`src/rtl/line_loader_pkg.sv`:
```
// +--------------------------------------------------------------------+
// | loader_pkg: shared constants and FSM encoding for line_loader.     |
// | Rev 1.0                                                             |
// +--------------------------------------------------------------------+
`default_nettype none

package loader_pkg;

  localparam int ROW_W  = 5;
  localparam int ROWS   = 5;
  localparam int LINE_W = ROW_W * ROWS;
  localparam int IDX_W  = 3;

  typedef enum logic [1:0] {
    COLLECT = 2'd0,
    WRITE   = 2'd1,
    LAUNCH  = 2'd2,
    WAIT    = 2'd3
  } state_e;

endpackage

`default_nettype wire

```
`src/rtl/line_loader_if.sv`:
```
// +--------------------------------------------------------------------+
// | line_loader_if: row stream, line memory and controller signals.    |
// | Parity pins exist only with LINE_LOADER_PARITY_EN. Rev 1.0          |
// +--------------------------------------------------------------------+
`default_nettype none

interface line_loader_if #(
  parameter int ADDR_W = 6
);
  import loader_pkg::*;

  logic              in_valid;
  logic              in_ready;
  logic [ROW_W-1:0]  in_data;
  logic              in_last;
  logic              mem_we;
  logic [ADDR_W-1:0] mem_addr;
  logic [LINE_W-1:0] mem_wdata;
  logic [ADDR_W-1:0] line_count;
  logic              start;
  logic              proc_done;
  logic              overflow;
  logic              busy;
`ifdef LINE_LOADER_PARITY_EN
  logic              in_par;
  logic              par_err;
`endif

  modport slave (
    input  in_valid, in_data, in_last, proc_done,
`ifdef LINE_LOADER_PARITY_EN
    input  in_par,
    output par_err,
`endif
    output in_ready, mem_we, mem_addr, mem_wdata, line_count, start,
    output overflow, busy
  );

  modport master (
    output in_valid, in_data, in_last, proc_done,
`ifdef LINE_LOADER_PARITY_EN
    output in_par,
    input  par_err,
`endif
    input  in_ready, mem_we, mem_addr, mem_wdata, line_count, start,
    input  overflow, busy
  );

endinterface

`default_nettype wire

```
`src/rtl/line_loader_packer.sv`:
```
// +--------------------------------------------------------------------+
// | line_packer: places accepted rows into a line, row 0 in the LSBs.  |
// | Rev 1.0                                                             |
// +--------------------------------------------------------------------+
`default_nettype none

module line_packer
  import loader_pkg::*;
(
  input  logic              clk,
  input  logic              rst,
  input  logic              accept_i,
  input  logic [ROW_W-1:0]  row_i,
  input  logic              last_i,
  input  logic              clear_i,
  output logic [LINE_W-1:0] line_o,
  output logic [IDX_W-1:0]  row_idx_o,
  output logic              line_done_o
);

  logic [LINE_W-1:0] line_q, line_d;
  logic [IDX_W-1:0]  row_idx_q;

  assign line_done_o = accept_i && ((row_idx_q == IDX_W'(ROWS - 1)) || last_i);
  assign line_o      = line_q;
  assign row_idx_o   = row_idx_q;

  always_comb begin
    line_d = line_q;
    for (int r = 0; r < ROWS; r++) begin
      if (row_idx_q == IDX_W'(r)) line_d[r*ROW_W +: ROW_W] = row_i;
    end
  end

  // Clearing after every write makes unfilled rows of a short line read as zero.
  always_ff @(posedge clk or posedge rst) begin
    if (rst) begin
      line_q    <= '0;
      row_idx_q <= '0;
    end else if (clear_i) begin
      line_q    <= '0;
      row_idx_q <= '0;
    end else if (accept_i) begin
      line_q <= line_d;
      if (!line_done_o) row_idx_q <= row_idx_q + 1'b1;
    end
  end

endmodule

`default_nettype wire

```
`src/rtl/line_loader.sv`:
```
// +--------------------------------------------------------------------+
// | line_loader: packs rows into lines, writes line memory, launches   |
// | the controller. Option: LINE_LOADER_PARITY_EN. Rev 1.0              |
// +--------------------------------------------------------------------+
`default_nettype none

module line_loader
  import loader_pkg::*;
#(
  parameter int DEPTH  = 64,
  parameter int ADDR_W = 6
) (
  input  logic          clk,
  input  logic          rst,
  line_loader_if.slave  bus
);

  localparam logic [ADDR_W-1:0] LAST_LINE = ADDR_W'(DEPTH - 1);

  state_e            state_q;
  logic              in_ready_q, mem_we_q, start_q, overflow_q, last_q;
  logic [ADDR_W-1:0] line_count_q;
  logic              accept, line_done;
  logic [LINE_W-1:0] line;
  logic [IDX_W-1:0]  row_idx;

  assign accept = bus.in_valid && in_ready_q;

  line_packer u_packer (
    .clk         (clk),
    .rst         (rst),
    .accept_i    (accept),
    .row_i       (bus.in_data),
    .last_i      (bus.in_last),
    .clear_i     (state_q == WRITE),
    .line_o      (line),
    .row_idx_o   (row_idx),
    .line_done_o (line_done)
  );

  always_ff @(posedge clk or posedge rst) begin
    if (rst) begin
      state_q      <= COLLECT;
      in_ready_q   <= 1'b1;
      mem_we_q     <= 1'b0;
      start_q      <= 1'b0;
      overflow_q   <= 1'b0;
      last_q       <= 1'b0;
      line_count_q <= '0;
    end else begin
      case (state_q)
        COLLECT: begin
          if (line_done) begin
            state_q    <= WRITE;
            last_q     <= bus.in_last;
            in_ready_q <= 1'b0;
            mem_we_q   <= 1'b1;
          end
        end
        WRITE: begin
          mem_we_q     <= 1'b0;
          line_count_q <= line_count_q + 1'b1;
          if (last_q || line_count_q == LAST_LINE) begin
            state_q <= LAUNCH;
            start_q <= 1'b1;
            if (!last_q) overflow_q <= 1'b1;
          end else begin
            state_q    <= COLLECT;
            in_ready_q <= 1'b1;
          end
        end
        LAUNCH: begin
          start_q <= 1'b0;
          state_q <= WAIT;
        end
        WAIT: begin
          if (bus.proc_done) begin
            state_q      <= COLLECT;
            in_ready_q   <= 1'b1;
            line_count_q <= '0;
            overflow_q   <= 1'b0;
          end
        end
        default: state_q <= COLLECT;
      endcase
    end
  end

  assign bus.in_ready   = in_ready_q;
  assign bus.mem_we     = mem_we_q;
  assign bus.mem_addr   = line_count_q;
  assign bus.mem_wdata  = line;
  assign bus.line_count = line_count_q;
  assign bus.start      = start_q;
  assign bus.overflow   = overflow_q;
  assign bus.busy       = !(state_q == COLLECT && row_idx == '0);

`ifdef LINE_LOADER_PARITY_EN
  logic par_err_q;

  always_ff @(posedge clk or posedge rst) begin
    if (rst) begin
      par_err_q <= 1'b0;
    end else if (state_q == WAIT && bus.proc_done) begin
      par_err_q <= 1'b0;
    end else if (accept && ^{bus.in_data, bus.in_par}) begin
      par_err_q <= 1'b1;
    end
  end

  assign bus.par_err = par_err_q;
`endif

endmodule

`default_nettype wire

```
`src/flat_wrapper.sv`:
```
// flat-port wrapper written by rule: the top's interface ports become plain ports
module line_loader_flat import loader_pkg::*;
#(
  parameter int DEPTH  = 64,
  parameter int ADDR_W = 6
)
  (clk, rst, bus_in_valid, bus_in_data, bus_in_last, bus_proc_done, bus_in_ready, bus_mem_we, bus_mem_addr, bus_mem_wdata, bus_line_count, bus_start, bus_overflow, bus_busy);
  line_loader_if #(.ADDR_W(ADDR_W)) bus_i ();
  input  logic clk;
  input  logic rst;
  input wire logic [$bits(bus_i.in_valid)-1:0] bus_in_valid;
  input wire logic [$bits(bus_i.in_data)-1:0] bus_in_data;
  input wire logic [$bits(bus_i.in_last)-1:0] bus_in_last;
  input wire logic [$bits(bus_i.proc_done)-1:0] bus_proc_done;
  output wire logic [$bits(bus_i.in_ready)-1:0] bus_in_ready;
  output wire logic [$bits(bus_i.mem_we)-1:0] bus_mem_we;
  output wire logic [$bits(bus_i.mem_addr)-1:0] bus_mem_addr;
  output wire logic [$bits(bus_i.mem_wdata)-1:0] bus_mem_wdata;
  output wire logic [$bits(bus_i.line_count)-1:0] bus_line_count;
  output wire logic [$bits(bus_i.start)-1:0] bus_start;
  output wire logic [$bits(bus_i.overflow)-1:0] bus_overflow;
  output wire logic [$bits(bus_i.busy)-1:0] bus_busy;
  assign bus_i.in_valid = bus_in_valid;
  assign bus_i.in_data = bus_in_data;
  assign bus_i.in_last = bus_in_last;
  assign bus_i.proc_done = bus_proc_done;
  assign bus_in_ready = bus_i.in_ready;
  assign bus_mem_we = bus_i.mem_we;
  assign bus_mem_addr = bus_i.mem_addr;
  assign bus_mem_wdata = bus_i.mem_wdata;
  assign bus_line_count = bus_i.line_count;
  assign bus_start = bus_i.start;
  assign bus_overflow = bus_i.overflow;
  assign bus_busy = bus_i.busy;
  line_loader #(.DEPTH(DEPTH), .ADDR_W(ADDR_W)) u_core (.clk(clk), .rst(rst), .bus(bus_i));
endmodule
```
`config.mk`:
```
export PLATFORM = sky130hd
export DESIGN_NAME = line_loader_flat
export DESIGN_NICKNAME = d
export VERILOG_FILES = /design/src/rtl/line_loader_pkg.sv /design/src/rtl/line_loader_if.sv /design/src/rtl/line_loader_packer.sv /design/src/rtl/line_loader.sv /design/src/flat_wrapper.sv
export SDC_FILE = /design/constraint.sdc
export NUM_CORES = 1
export LEC_CHECK = 0
export ABC_AREA = 1
export CORE_MARGIN = 2
export CORE_UTILIZATION = 29
export DETAILED_ROUTE_END_ITERATION = 6
export SETUP_SLACK_MARGIN = 0.3
export SYNTH_ARGS = -nofsm -noshare
export SYNTH_HDL_FRONTEND = slang
export SYNTH_SLANG_ARGS = --single-unit
export TNS_END_PERCENT = 10
```
`constraint.sdc`:
```
create_clock -name clk -period 2.44 [get_ports clk]
set_input_delay 0.244 -clock clk [delete_from_list [all_inputs] [get_ports clk]]
set_output_delay 0.244 -clock clk [all_outputs]
set_load 0.01 [all_outputs]
```
### Yosys cells after proc, flatten, opt, wreduce, memory -nomap -nowiden

Index checks and enable logic that the tools add are counted.

* register bits: 41
* input port bits: 10
* output and inout port bits: 42
* word-level logic and storage cells: 88

* $add $sub $neg: 2
* equality and inequality tests: 14
* multiplexer cells: 28
* reductions and logical operators: 31

Operators with widths (number)
* $mux W25: 2
* $mux W5: 5
* $reduce_and A2 Y1: 11
* $reduce_bool A2 Y1: 9
* $pmux W6 S2: 1
* $mux W3: 3
* $mux W1: 8
* $ne A2 B2 Y1 const B: 4
* $pmux W2 S4: 1
* $reduce_and A4 Y1: 2
* $add A6 B1 Y6 const B: 1
* $eq A3 B2 Y1 const B: 2
* $eq A6 B6 Y1 const B: 1
* $mux W2: 3
* $mux W6: 1
* $pmux W1 S2: 3
* $eq A2 B2 Y1 const B: 2
* $ne A2 B1 Y1 const B: 2
* $add A3 B1 Y3 const B: 1
* $eq A3 B1 Y1 const B: 1
* $eq A3 B3 Y1 const B: 1
* $logic_and A1 B1 Y1: 3
* $logic_not A3 Y1: 1
* $pmux W1 S3: 1
* other kinds (5): 6

### Longest topological paths before layout

* depth after elaboration: 6
* depth in mapped cells: 9
* gate-level depth less buffers: 9

### By module

From an unflattened synthesis, not the netlist that was laid out.

* cells, all modules: 234
* area, all modules: 2003.2 sq um

Modules (own cells, without submodules)
* line_packer: times used 1, cells an instance 154, area an instance 1338.8 sq um, seq. area each 700.7 sq um
* line_loader: times used 1, cells an instance 80, area an instance 664.4 sq um, seq. area each 326.6 sq um

### Least setup slack after synthesis

Ideal clock, no wire load.

* path type: register to register
* from: register u_core.u_packer.row_idx_q[0], in the netlist u_core.u_packer.row_idx_o[0]
* to: register u_core.u_packer.row_idx_q[1], in the netlist u_core.u_packer.row_idx_o[1]
* library setup time: 120 ps
* arrival time: 1128 ps
* required time: 2320 ps
* slack: 1192 ps
* cell stages (with the launch flop): 8
* path buffers: 0
* period minus slack after synthesis: 1248 ps
* path through: dfrtp_1 > inv_1 > ha_1 > nand2_1 > nand3_1 > inv_1 > o21ai_0 > nor2_1

* cells in the longest elaborated chain, start to end: 5
* elaborated cells between the ends (all ways): 9
* classes of those cells: 1 x add/sub; 2 x eq/ne; 3 x mux; 3 x reduce/logical

RTL lines
* start, declared: line line_loader_packer.sv:22 `logic [IDX_W-1:0] row_idx_q;`
* start signal, assigned: line line_loader_packer.sv:45 `if (!line_done_o) row_idx_q <= row_idx_q + 1'b1;`
* parallel branches: the longest is 5 deep, another holds $add A3 B1 Y3

Several ways; the timed one is not identified. The select of a mux whose other input is x is not followed.
A chain may end at the register's enable or synchronous reset.

### Worst setup path in the final report

* from: register u_core.u_packer.row_idx_q[0], in the netlist u_core.u_packer.row_idx_o[0]
* to: output port bus_busy

* cells in the longest elaborated chain, start to end: 3

RTL lines
* $logic_not A3 Y1: line line_loader.sv:96 `assign bus.busy = !(state_q == COLLECT && row_idx == '0);`
* $logic_and A1 B1 Y1: line line_loader.sv:96
* $logic_not A1 Y1: line line_loader.sv:96
* end, declared: line flat_wrapper.sv:22 `output wire logic [$bits(bus_i.busy)-1:0] bus_busy;`

No other way between the ends.

==> results.json <==
{
  "gp_congestion": 0.777,
  "grt_pass1_vias": 1489,
  "track_usage_pct": 13.0,
  "grt_max_degree": 42,
  "start_kind": "flop",
  "slowest_delay_ps": 540,
  "slew_headroom_pct": 64.8,
  "grt_pass1_wl_um": 7400,
  "clock.fmax_mhz": 537,
  "setup.worst_path.class": "reg2out",
  "status": "finished, final reports clean",
  "htreeDepth": 2,
  "cts_tree": "done",
  "fp-row-count": 29,
  "grt_overflow": 0,
  "ios": 52,
  "ys_ff_latch": 41,
  "cts_made_buffers": 5,
  "core_area_sq_um": 6390,
  "setup_violations": 0,
  "tns_ps": 0,
  "fp.dieW_um": 85.6,
  "clock_sinks": 41,
  "ys_warn_count": 0,
  "drive_gt1_share_pct": 7.50,
  "worstHoldPathType": "in2async",
  "syn_inst": 228,
  "fill_cells": 664,
  "io_buffers": 51,
  "dieArea_sq_um": 7330,
  "clk_latency_ps": 300,
  "start_util_pct": 30.3,
  "cts_resized": 0,
  "vias": 1549,
  "crit_fanout": 4,
  "power_mw": 3.50,
  "crit_arrival_ps": 1620,
  "drv_cap": 0,
  "grt_antenna_before_repair": 0,
  "yosysUniqueCellTypes": 20,
  "antenna_cells": 0,
  "drt_iter0_markers": 76,
  "tightestPinTransition_ps": 528,
  "wirelength_um": 4470,
  "drc": 0,
  "routedWlPerCell_um": 12.5,
  "timing.final.max_slew_violations": 0,
  "avgSynthCellArea_sq_um": 8.47,
  "root_buffer": "clkbuf_8",
  "clk_pin_slew_worst_paths_ps": 90,
  "rsz0062_at_grt": "false",
  "cts_hold_buf": 0,
  "netlist_area_sq_um": 1930,
  "fin_crit_ps": 1860,
  "synth-seq-area-share_pct": 53.2,
  "required_ps": 2200,
  "postCtsSetupBuffers": 0,
  "slowest_stage": "clkdlybuf4s50_1",
  "dpl.hpwl_um": 3190,
  "critPathCaptureType": "output pin",
  "fin_skew_ps": 10.3,
  "crit_path_cell_trace": "inv_1 > ha_1 > nand3_1 > clkdlybuf4s50_1",
  "via_per_inst": 4.34,
  "ir_drop_v": 0.000445,
  "power_per_cell_area_nw_per_um2": 1340,
  "area_growth_syn_to_layout_pct": 35.4,
  "dr.pass1.iters": 4,
  "p_leak_nw": 1.27,
  "ant_nets": 0,
  "timing_hold_violations_final": 0,
  "cts_max_path_buffers": 2,
  "final_nets": 295,
  "synth.net_count": 244,
  "die-height_um": 85.6,
  "fin_crit_sh_pct": 76.3
}
layer usage:
metal	routed length [um]	global-route usage, %	vias up
li1	-	-	803
met1	2180	18.4	712
met2	2070	19.3	30
met3	158	2.31	4
met4	63	5.63	0
met5	0	0	-
where the power goes:
| group | internal [mW] | switching (mW) | total (mW) |
|---|---|---|---|
| clock | 0.407 | 0.241 | 0.648 |
| sequential | 0.992 | 0.231 | 1.22 |
| combinational | 0.790 | 0.842 | 1.63 |
cells in the mapped netlist:
library cell  instances  area, sq um
o21ai_0              27          135
nand2_2               1         6.26
or2_2                 1         6.26
dfrtp_1              40         1000
ha_1                  6         75.1
nand3_1              15         75.1
inv_2                 3         11.3
nor2_1                9         33.8
o21bai_1              2         15.0
a22o_1                1         8.76
o21ai_2               5         43.8
o21ai_1               2         10.0
dfstp_2               1         26.3
inv_1                38          143
nand2_1              61          229
nor2_4                1         11.3
a21oi_1               5         25.0
buf_6                 1         11.3
buf_4                 7         52.6
nand4_1               2         12.5
worst max-delay path: cells and delay by family (launching register included):
| kind | cells | cell delay, ps |
|---|---|---|
| adder cells (fa/ha/maj) | 1 | 230 |
| buffers and inverters | 2 | 630 |
| AND/OR/NAND/NOR | 1 | 100 |
| flip-flops | 1 | 380 |
state kept, by name (all words and copies together), names as in the netlist, named ones only:
signal and cells:
u_core.bus.in_ready 1, u_core.bus.line_count 6, u_core.bus.mem_we 1, u_core.bus.overflow 1, u_core.bus.start 1, u_core.last_q 1, u_core.state_q 1, u_core.u_packer.line_o 25
u_core.u_packer.row_idx_o 3
layout make-up:
cell class | instances | area [sq um] | area share (%)
Inverter | 41 | 154 | 5.88
Multi-Input combinational cell | 138 | 687 | 26.3
Timing Repair Buffer | 52 | 518 | 19.8
Tap cell | 77 | 96.3 | 3.68
Sequential cell | 41 | 1030 | 39.3
Clock buffer | 5 | 68.8 | 2.63
Clock inverter | 3 | 65.1 | 2.49
per-stage QoR:
step / utilization, % / setup slack [ps] / cell area, sq um / std cells / hold slack, ps
after detailed placement: 38.9 / 881 / 2480 / 349 / 469
final: 41.0 / 577 / 2620 / 357 / 386
after global routing: 41.0 / 500 / 2620 / 357 / 457
after global placement: 38.9 / 899 / 2480 / 349 / 465
after CTS: 41.0 / 549 / 2620 / 357 / 403
after floorplan: - / 1190 / 1930 / 228 / 427
final timing paths:
kind	startpoint	end	slack, ps	cells past startpoint
min in group clk	u_core.bus.overflow$_DFFE_PP0P_	u_core.bus.overflow$_DFFE_PP0P_	480	2
max in group asynchronous	rst	u_core.bus.in_ready$_DFFE_PP1P_	1680	3
setup / recovery	u_core.u_packer.row_idx_o[0]$_DFFE_PP0P_	bus_busy	580	4
hold / removal	rst	u_core.u_packer.line_o[15]$_DFFE_PP0P_	390	3
setup reg to reg	u_core.state_q[0]$_DFFE_PP0P_	u_core.u_packer.line_o[0]$_DFFE_PP0P_	960	5
hold reg to reg	u_core.bus.overflow$_DFFE_PP0P_	u_core.bus.overflow$_DFFE_PP0P_	480	2
logic make-up after synthesis:
group	Yosys count	synth area share (%)
AND/OR/NAND/NOR	90	19.4
buffers and inverters	49	11.3
flip-flops	41	53.2
adder cells (fa/ha/maj)	6	3.89
AO/OA/AOI/OAI	42	12.3
layout by cell type (no fill, tap or decap), drive strengths merged:
master         netlist  routed
a21oi                5       5
a22o                 1       1
buf                  8       1
bufinv               0       2
clkbuf               0       5
clkdlybuf4s50        0      51
clkinv               0       1
dfrtp               40      40
dfstp                1       1
ha                   6       6
inv                 41      41
nand2               62      62
nand3               15      15
nand4                2       2
nor2                10      10
o21ai               34      34
o21bai               2       2
or2                  1       1
Note: power is estimated with default switching activity, not from simulation.
